File: src/rtl/instr_loader.sv
// Boot loader: assembles a length-prefixed little-endian byte stream into 32-bit words,
// writes them into instruction memory, then hands the memory to the core and sends ack/nak.
module instr_loader #(
  parameter int          ADDR_W   = 13,
  parameter logic [7:0]  ACK_BYTE = 8'hAA,
  parameter logic [7:0]  NAK_BYTE = 8'hEE
) (
  input  logic        clk,
  input  logic        rstn,
  input  logic        rx_valid,
  input  logic [7:0]  rx_data,
  input  logic        reload,
  input  logic        tx_ready,
  output logic        tx_valid,
  output logic [7:0]  tx_data,
  output logic        mem_io_sel,
  output logic        mem_we,
  output logic        mem_en,
  output logic [31:0] mem_addr,
  output logic [31:0] mem_din,
  output logic        cpu_start,
  output logic        cpu_run,
  output logic        busy,
  output logic        err
);

  typedef enum logic [2:0] {S_LEN, S_DATA, S_LAST, S_DONE, S_ERR} state_t;

  localparam logic [32:0] CAP = 33'd1 << ADDR_W;

  state_t            r_state, w_nstate;
  logic [1:0]        r_bcnt;
  logic [23:0]       r_shift;
  logic [31:0]       r_len;
  logic [ADDR_W:0]   r_widx;
  logic              r_tx_valid;
  logic [7:0]        r_tx_data;
  logic              r_we;
  logic [31:0]       r_addr;
  logic [31:0]       r_din;
  logic              r_start;

  logic              w_take;
  logic              w_quad;
  logic [31:0]       w_word;
  logic              w_last;
  logic              w_len_done;
  logic              w_word_done;
  logic              w_enter_done;
  logic              w_enter_err;

  // reload wins over a coincident byte, so the byte is never taken
  assign w_take = rx_valid && !reload && (r_state == S_LEN || r_state == S_DATA);
  assign w_quad = w_take && (r_bcnt == 2'd3);
  assign w_word = {rx_data, r_shift};
  assign w_last = (32'(r_widx) + 32'd1) == r_len;

  always_ff @(posedge clk or negedge rstn) begin
    if (!rstn) r_state <= S_LEN;
    else       r_state <= w_nstate;
  end

  always_comb begin
    w_nstate    = r_state;
    w_len_done  = 1'b0;
    w_word_done = 1'b0;
    if (reload) begin
      w_nstate = S_LEN;
    end else begin
      unique case (r_state)
        S_LEN: if (w_quad) begin
          w_len_done = 1'b1;
          if (w_word == 32'd0)               w_nstate = S_DONE;
          else if ({1'b0, w_word} > CAP)     w_nstate = S_ERR;
          else                               w_nstate = S_DATA;
        end
        S_DATA: if (w_quad) begin
          w_word_done = 1'b1;
          if (w_last) w_nstate = S_LAST;
        end
        S_LAST:  w_nstate = S_DONE;
        default: w_nstate = r_state;
      endcase
    end
  end

  assign w_enter_done = (w_nstate == S_DONE) && (r_state != S_DONE);
  assign w_enter_err  = (w_nstate == S_ERR)  && (r_state != S_ERR);

  // Byte assembly: the three older bytes sit in r_shift, the newest arrives on rx_data
  always_ff @(posedge clk) begin
    if (w_take) r_shift <= {rx_data, r_shift[23:8]};
  end

  always_ff @(posedge clk or negedge rstn) begin
    if (!rstn) begin
      r_bcnt     <= 2'd0;
      r_len      <= 32'd0;
      r_widx     <= '0;
      r_we       <= 1'b0;
      r_addr     <= 32'd0;
      r_din      <= 32'd0;
      r_start    <= 1'b0;
      r_tx_valid <= 1'b0;
      r_tx_data  <= 8'd0;
    end else begin
      r_we    <= w_word_done;
      r_start <= w_enter_done;
      if (reload) begin
        r_bcnt     <= 2'd0;
        r_len      <= 32'd0;
        r_widx     <= '0;
        r_tx_valid <= 1'b0;
      end else begin
        if (w_take)     r_bcnt <= r_bcnt + 2'd1;
        if (w_len_done) r_len  <= w_word;
        if (w_word_done) begin
          r_din  <= w_word;
          r_addr <= 32'(r_widx) << 2;
          r_widx <= r_widx + 1'b1;
        end
        if (w_enter_done) begin
          r_tx_valid <= 1'b1;
          r_tx_data  <= ACK_BYTE;
        end else if (w_enter_err) begin
          r_tx_valid <= 1'b1;
          r_tx_data  <= NAK_BYTE;
        end else if (r_tx_valid && tx_ready) begin
          r_tx_valid <= 1'b0;
        end
      end
    end
  end

  assign tx_valid   = r_tx_valid;
  assign tx_data    = r_tx_data;
  assign mem_io_sel = (r_state != S_DONE);
  assign mem_we     = r_we;
  assign mem_en     = r_we | (r_state == S_DONE);
  assign mem_addr   = r_addr;
  assign mem_din    = r_din;
  assign cpu_start  = r_start;
  assign cpu_run    = (r_state == S_DONE);
  assign busy       = (r_state == S_LEN) || (r_state == S_DATA) || (r_state == S_LAST);
  assign err        = (r_state == S_ERR);

endmodule

File: config.mk
export PLATFORM = sky130hd
export DESIGN_NAME = instr_loader
export DESIGN_NICKNAME = d
export VERILOG_FILES = /design/src/rtl/instr_loader.sv
export SDC_FILE = /design/constraint.sdc
export NUM_CORES = 1
export LEC_CHECK = 0
export BUFFER_PORTS_ARGS = -buffer_cell sky130_fd_sc_hd__buf_2
export CORE_ASPECT_RATIO = 0.5
export CORE_UTILIZATION = 55
export CTS_CLUSTER_DIAMETER = 100
export DETAILED_ROUTE_END_ITERATION = 6
export GPL_ROUTABILITY_DRIVEN = 0
export GPL_TIMING_DRIVEN = 0
export PLACE_DENSITY = 0.78
export SLEW_MARGIN = 10
export SYNTH_ARGS = -nofsm -noshare
export SYNTH_HDL_FRONTEND = slang
export SYNTH_SLANG_ARGS = --single-unit
File: constraint.sdc
create_clock -name clk -period 13.2 [get_ports clk]
set_input_delay 2.64 -clock clk [delete_from_list [all_inputs] [get_ports clk]]
set_output_delay 2.64 -clock clk [all_outputs]
set_load 0.03 [all_outputs]
==> metrics.cfg <==
[clock_network]
tritoncts.num_buffers=17
clock_latency_late_sink_ps=420
post_cts_resize_count=0
cts_hold_repair.buffers=0
cts_tree=done
cts-root-buf=sky130_fd_sc_hd__clkbuf_16
clk_transition_reported_paths_ps=60
clock_tree.htree_level_count=4
clkSinkCount=126
cts_post_setup_buffers_inserted=0
clk_path_buf_depth=2

[logic_synthesis]
synth_edf_count=24
synth-seq-area-share=0.568
ys.flop_type=sky130_fd_sc_hd__dfrtp_1
combinational_family_with_the_most_area_after_synthesis=simple AND/OR/NAND/NOR gates
yosysTopAreaCellShare=0.443
synth-simple-area-share=0.260
synth-warning-count=0
synth.mux.area_fraction=0.00564
asyncSetResetFlopFracSynth=0.810
yosysTopAreaCell=sky130_fd_sc_hd__dfrtp_1
synth-compound-area-share=0.0686
synth_fa_ha_area_frac=0.00434
syn-instance-count=604
synth-xor-area-share=0.0350
post_syn_area_um2=5760
syn-mean-instance-area_um2=9.54
dominant_cells_by_area_after_synthesis=sky130_fd_sc_hd__dfrtp_1 (44%), sky130_fd_sc_hd__edfxtp_1 (13%), sky130_fd_sc_hd__nand2_1 (12%), sky130_fd_sc_hd__nand2b_1 (4.0%), sky130_fd_sc_hd__o21ai_0 (3.6%)
ys_seq_elements=126
ys_types=50

[layout]
post_route_cells_drive_above_1_share=0.201
design.final.nets=732
utilization_after_layout=0.721
syn2layout_area_growth_pct=22.5
antenna_diode_count=0

[critical_path]
cp_data_arrival_time_ps=5260
worst_path_largest_cell_delay_ps=820
critical_path.endpoint_type=flop
worstPathRequired_ps=13510
timing.critical_path.cells=clkbuf_1 -> nor4b_2 -> nand2_1 -> nor2_1 -> clkbuf_1 -> nand3_1 -> nand2_1 -> o211ai_2 -> o21a_1
critical_path_class=in2reg
worst-path-max-fanout=10
startpoint_class=input pin
crit_slowest_cell=sky130_fd_sc_hd__nor4b_2
r2r_slack_ps=10340

[power_and_ir_drop]
worst_ir_drop_vdd_uv=87.2
power.density_cell_area_nw_per_um2=139
total_leakage_power_uw=0.00357

[sta]
finClkSkew_ps=7.21
fin_setup_tns_ps=0
worst_pin_slew_ps=833
finalCriticalPeriod_ps=4950
whs_ps=465
setup_slack_ps=8250
setup_repair_after_global_routing_missed_its_margin=no
setup_viol=0
max-slew-margin-rel=0.443
timing_max_transition_violations_final=0
max_freq_mhz=202
timing.final.crit_share=0.375
final_count_of_hold_timing_violations=0

[run_status]
run_status=finished clean

[placement]
place.detailed.hpwl_mm=9.45
dpl_worst_slack_ps=7970
buffer_ports.inserted=71

[global_routing]
grt_overflow_total=0
antenna_violations_before_repair=0
grt_pass1_wl_mm=22.3
groute.usage.overall=0.276
grt_start_max_net_pins=66
first_global_vias=4377

[floorplan]
die_width_um=147
floorplan.initialDensity=0.589
dieArea_um2=10900
rows=25
die-height_um=74.4
coreArea_um2=9790
design.portCount=93

[worst_hold_path]
holdCritPathClass=reg2reg

[route]
first_iter_violations=307
drt.antenna.violating_nets=0
vias_per_cell=5.35
remaining_drc_errors=0
avgRoutedWirePerCell_um=16.0
final_wirelength_mm=13.9
detailedRoute.firstPassIterationCount=5
num_vias=4625

[run]
timing.max_cap.violations=0

-- worst paths after layout --
path                         startpoint           end  cells after the start
max                              reload    tx_data[6]                      9
min                        mem_addr[12]  mem_addr[12]                      2
max reg2reg                  r_state[1]    tx_data[6]                      8
min reg2reg                mem_addr[12]  mem_addr[12]                      2
max in group asynchronous          rstn  mem_addr[11]                      2
min in group asynchronous          rstn   mem_din[28]                      1
-- cells in the final DEF, fill, tap and decap left out, types with 17 or more instances in the layout --
| cell | netlist | layout |
|---|---|---|
| sky130_fd_sc_hd__o21ai_0 | 41 | 41 |
| sky130_fd_sc_hd__nand2_1 | 186 | 186 |
| sky130_fd_sc_hd__nand2b_1 | 37 | 37 |
| sky130_fd_sc_hd__dfrtp_1 | 102 | 102 |
| sky130_fd_sc_hd__clkbuf_16 | 0 | 17 |
| sky130_fd_sc_hd__nor2_1 | 29 | 29 |
| sky130_fd_sc_hd__buf_2 | 8 | 79 |
| sky130_fd_sc_hd__edfxtp_1 | 24 | 24 |
| sky130_fd_sc_hd__clkbuf_1 | 21 | 21 |
| sky130_fd_sc_hd__buf_4 | 24 | 27 |
| sky130_fd_sc_hd__conb_1 | 1 | 20 |
-- power breakdown --
part	leakage (uW)	internal [uW]	switching, uW
clock network	0.000312	325	182
logic	0.00161	21.4	41.2
registers	0.00165	404	6.99
-- routing by layer --
| layer | GRT usage | vias to the layer above | routed length [um] |
|---|---|---|---|
| met5 | 0 | - | 0 |
| met4 | 0.119 | 0 | 280 |
| met3 | 0.0699 | 24 | 869 |
| met2 | 0.435 | 165 | 6390 |
| met1 | 0.371 | 2247 | 6320 |
| li1 | - | 2189 | - |
-- synth_stat cells, types with 2 or more instances --
master and instances:
sky130_fd_sc_hd__dfrtp_1 102, sky130_fd_sc_hd__buf_1 3, sky130_fd_sc_hd__and3_1 4, sky130_fd_sc_hd__nand3b_1 3, sky130_fd_sc_hd__clkbuf_1 21, sky130_fd_sc_hd__o211ai_1 2, sky130_fd_sc_hd__nor3_1 8, sky130_fd_sc_hd__a211oi_1 2
sky130_fd_sc_hd__nor2_1 29, sky130_fd_sc_hd__ha_1 2, sky130_fd_sc_hd__xor2_1 13, sky130_fd_sc_hd__a21oi_1 11, sky130_fd_sc_hd__o22ai_1 2, sky130_fd_sc_hd__nand3_1 11, sky130_fd_sc_hd__edfxtp_1 24, sky130_fd_sc_hd__a2111o_1 2
sky130_fd_sc_hd__xnor2_1 10, sky130_fd_sc_hd__nand2_1 186, sky130_fd_sc_hd__nor4_1 11, sky130_fd_sc_hd__mux2_2 2, sky130_fd_sc_hd__o21ai_0 41, sky130_fd_sc_hd__nor2b_1 3, sky130_fd_sc_hd__nand2b_1 37, sky130_fd_sc_hd__or3_1 6
sky130_fd_sc_hd__nor4b_1 2, sky130_fd_sc_hd__buf_2 8, sky130_fd_sc_hd__nand4_1 5, sky130_fd_sc_hd__and4_1 2, sky130_fd_sc_hd__buf_4 24, sky130_fd_sc_hd__inv_1 6, sky130_fd_sc_hd__and2_1 3
-- critical path: cells and delay by family --
kind,cells,cell delay [ps]
AND/OR/NAND/NOR,5,1630
buffers and inverters,2,680
AO/OA/AOI/OAI,2,290
-- registers in the layout, indices dropped and copies added, names as in the netlist --
signal and flops:
r_widx 14, r_len 32, mem_we 1, mem_din 32, r_state 3, r_shift 24, tx_valid 1, cpu_start 1
tx_data 2, mem_addr 14, r_bcnt 2
-- final cells by class --
type,count,area (um2)
well taps,135,169
clock buffers,18,439
plain buffers,56,310
flip-flops and latches,126,3270
multi-input cells,435,2230
repair buffers,75,405
fillers,734,2730
inverters,6,22.5
clock inverters,14,204
-- kinds of logic (layout without fill, tap and decap cells) --
group	Yosys count	in the layout
buf+inv	62	169
xor+xnor	23	23
mux	3	3
simple gates	319	319
other cells	1	20
flops	126	126
fa+ha+maj	2	2
compound gates	68	68
-- through the flow --
step	total power (uW)	instances	instance area, um2
finish	981	865	7060
global route	1010	865	7060
CTS	985	865	7060
detailed placement	481	833	6410
global placement	478	829	6360
floorplan	458	623	5830
(Power assumes the default switching activity.)
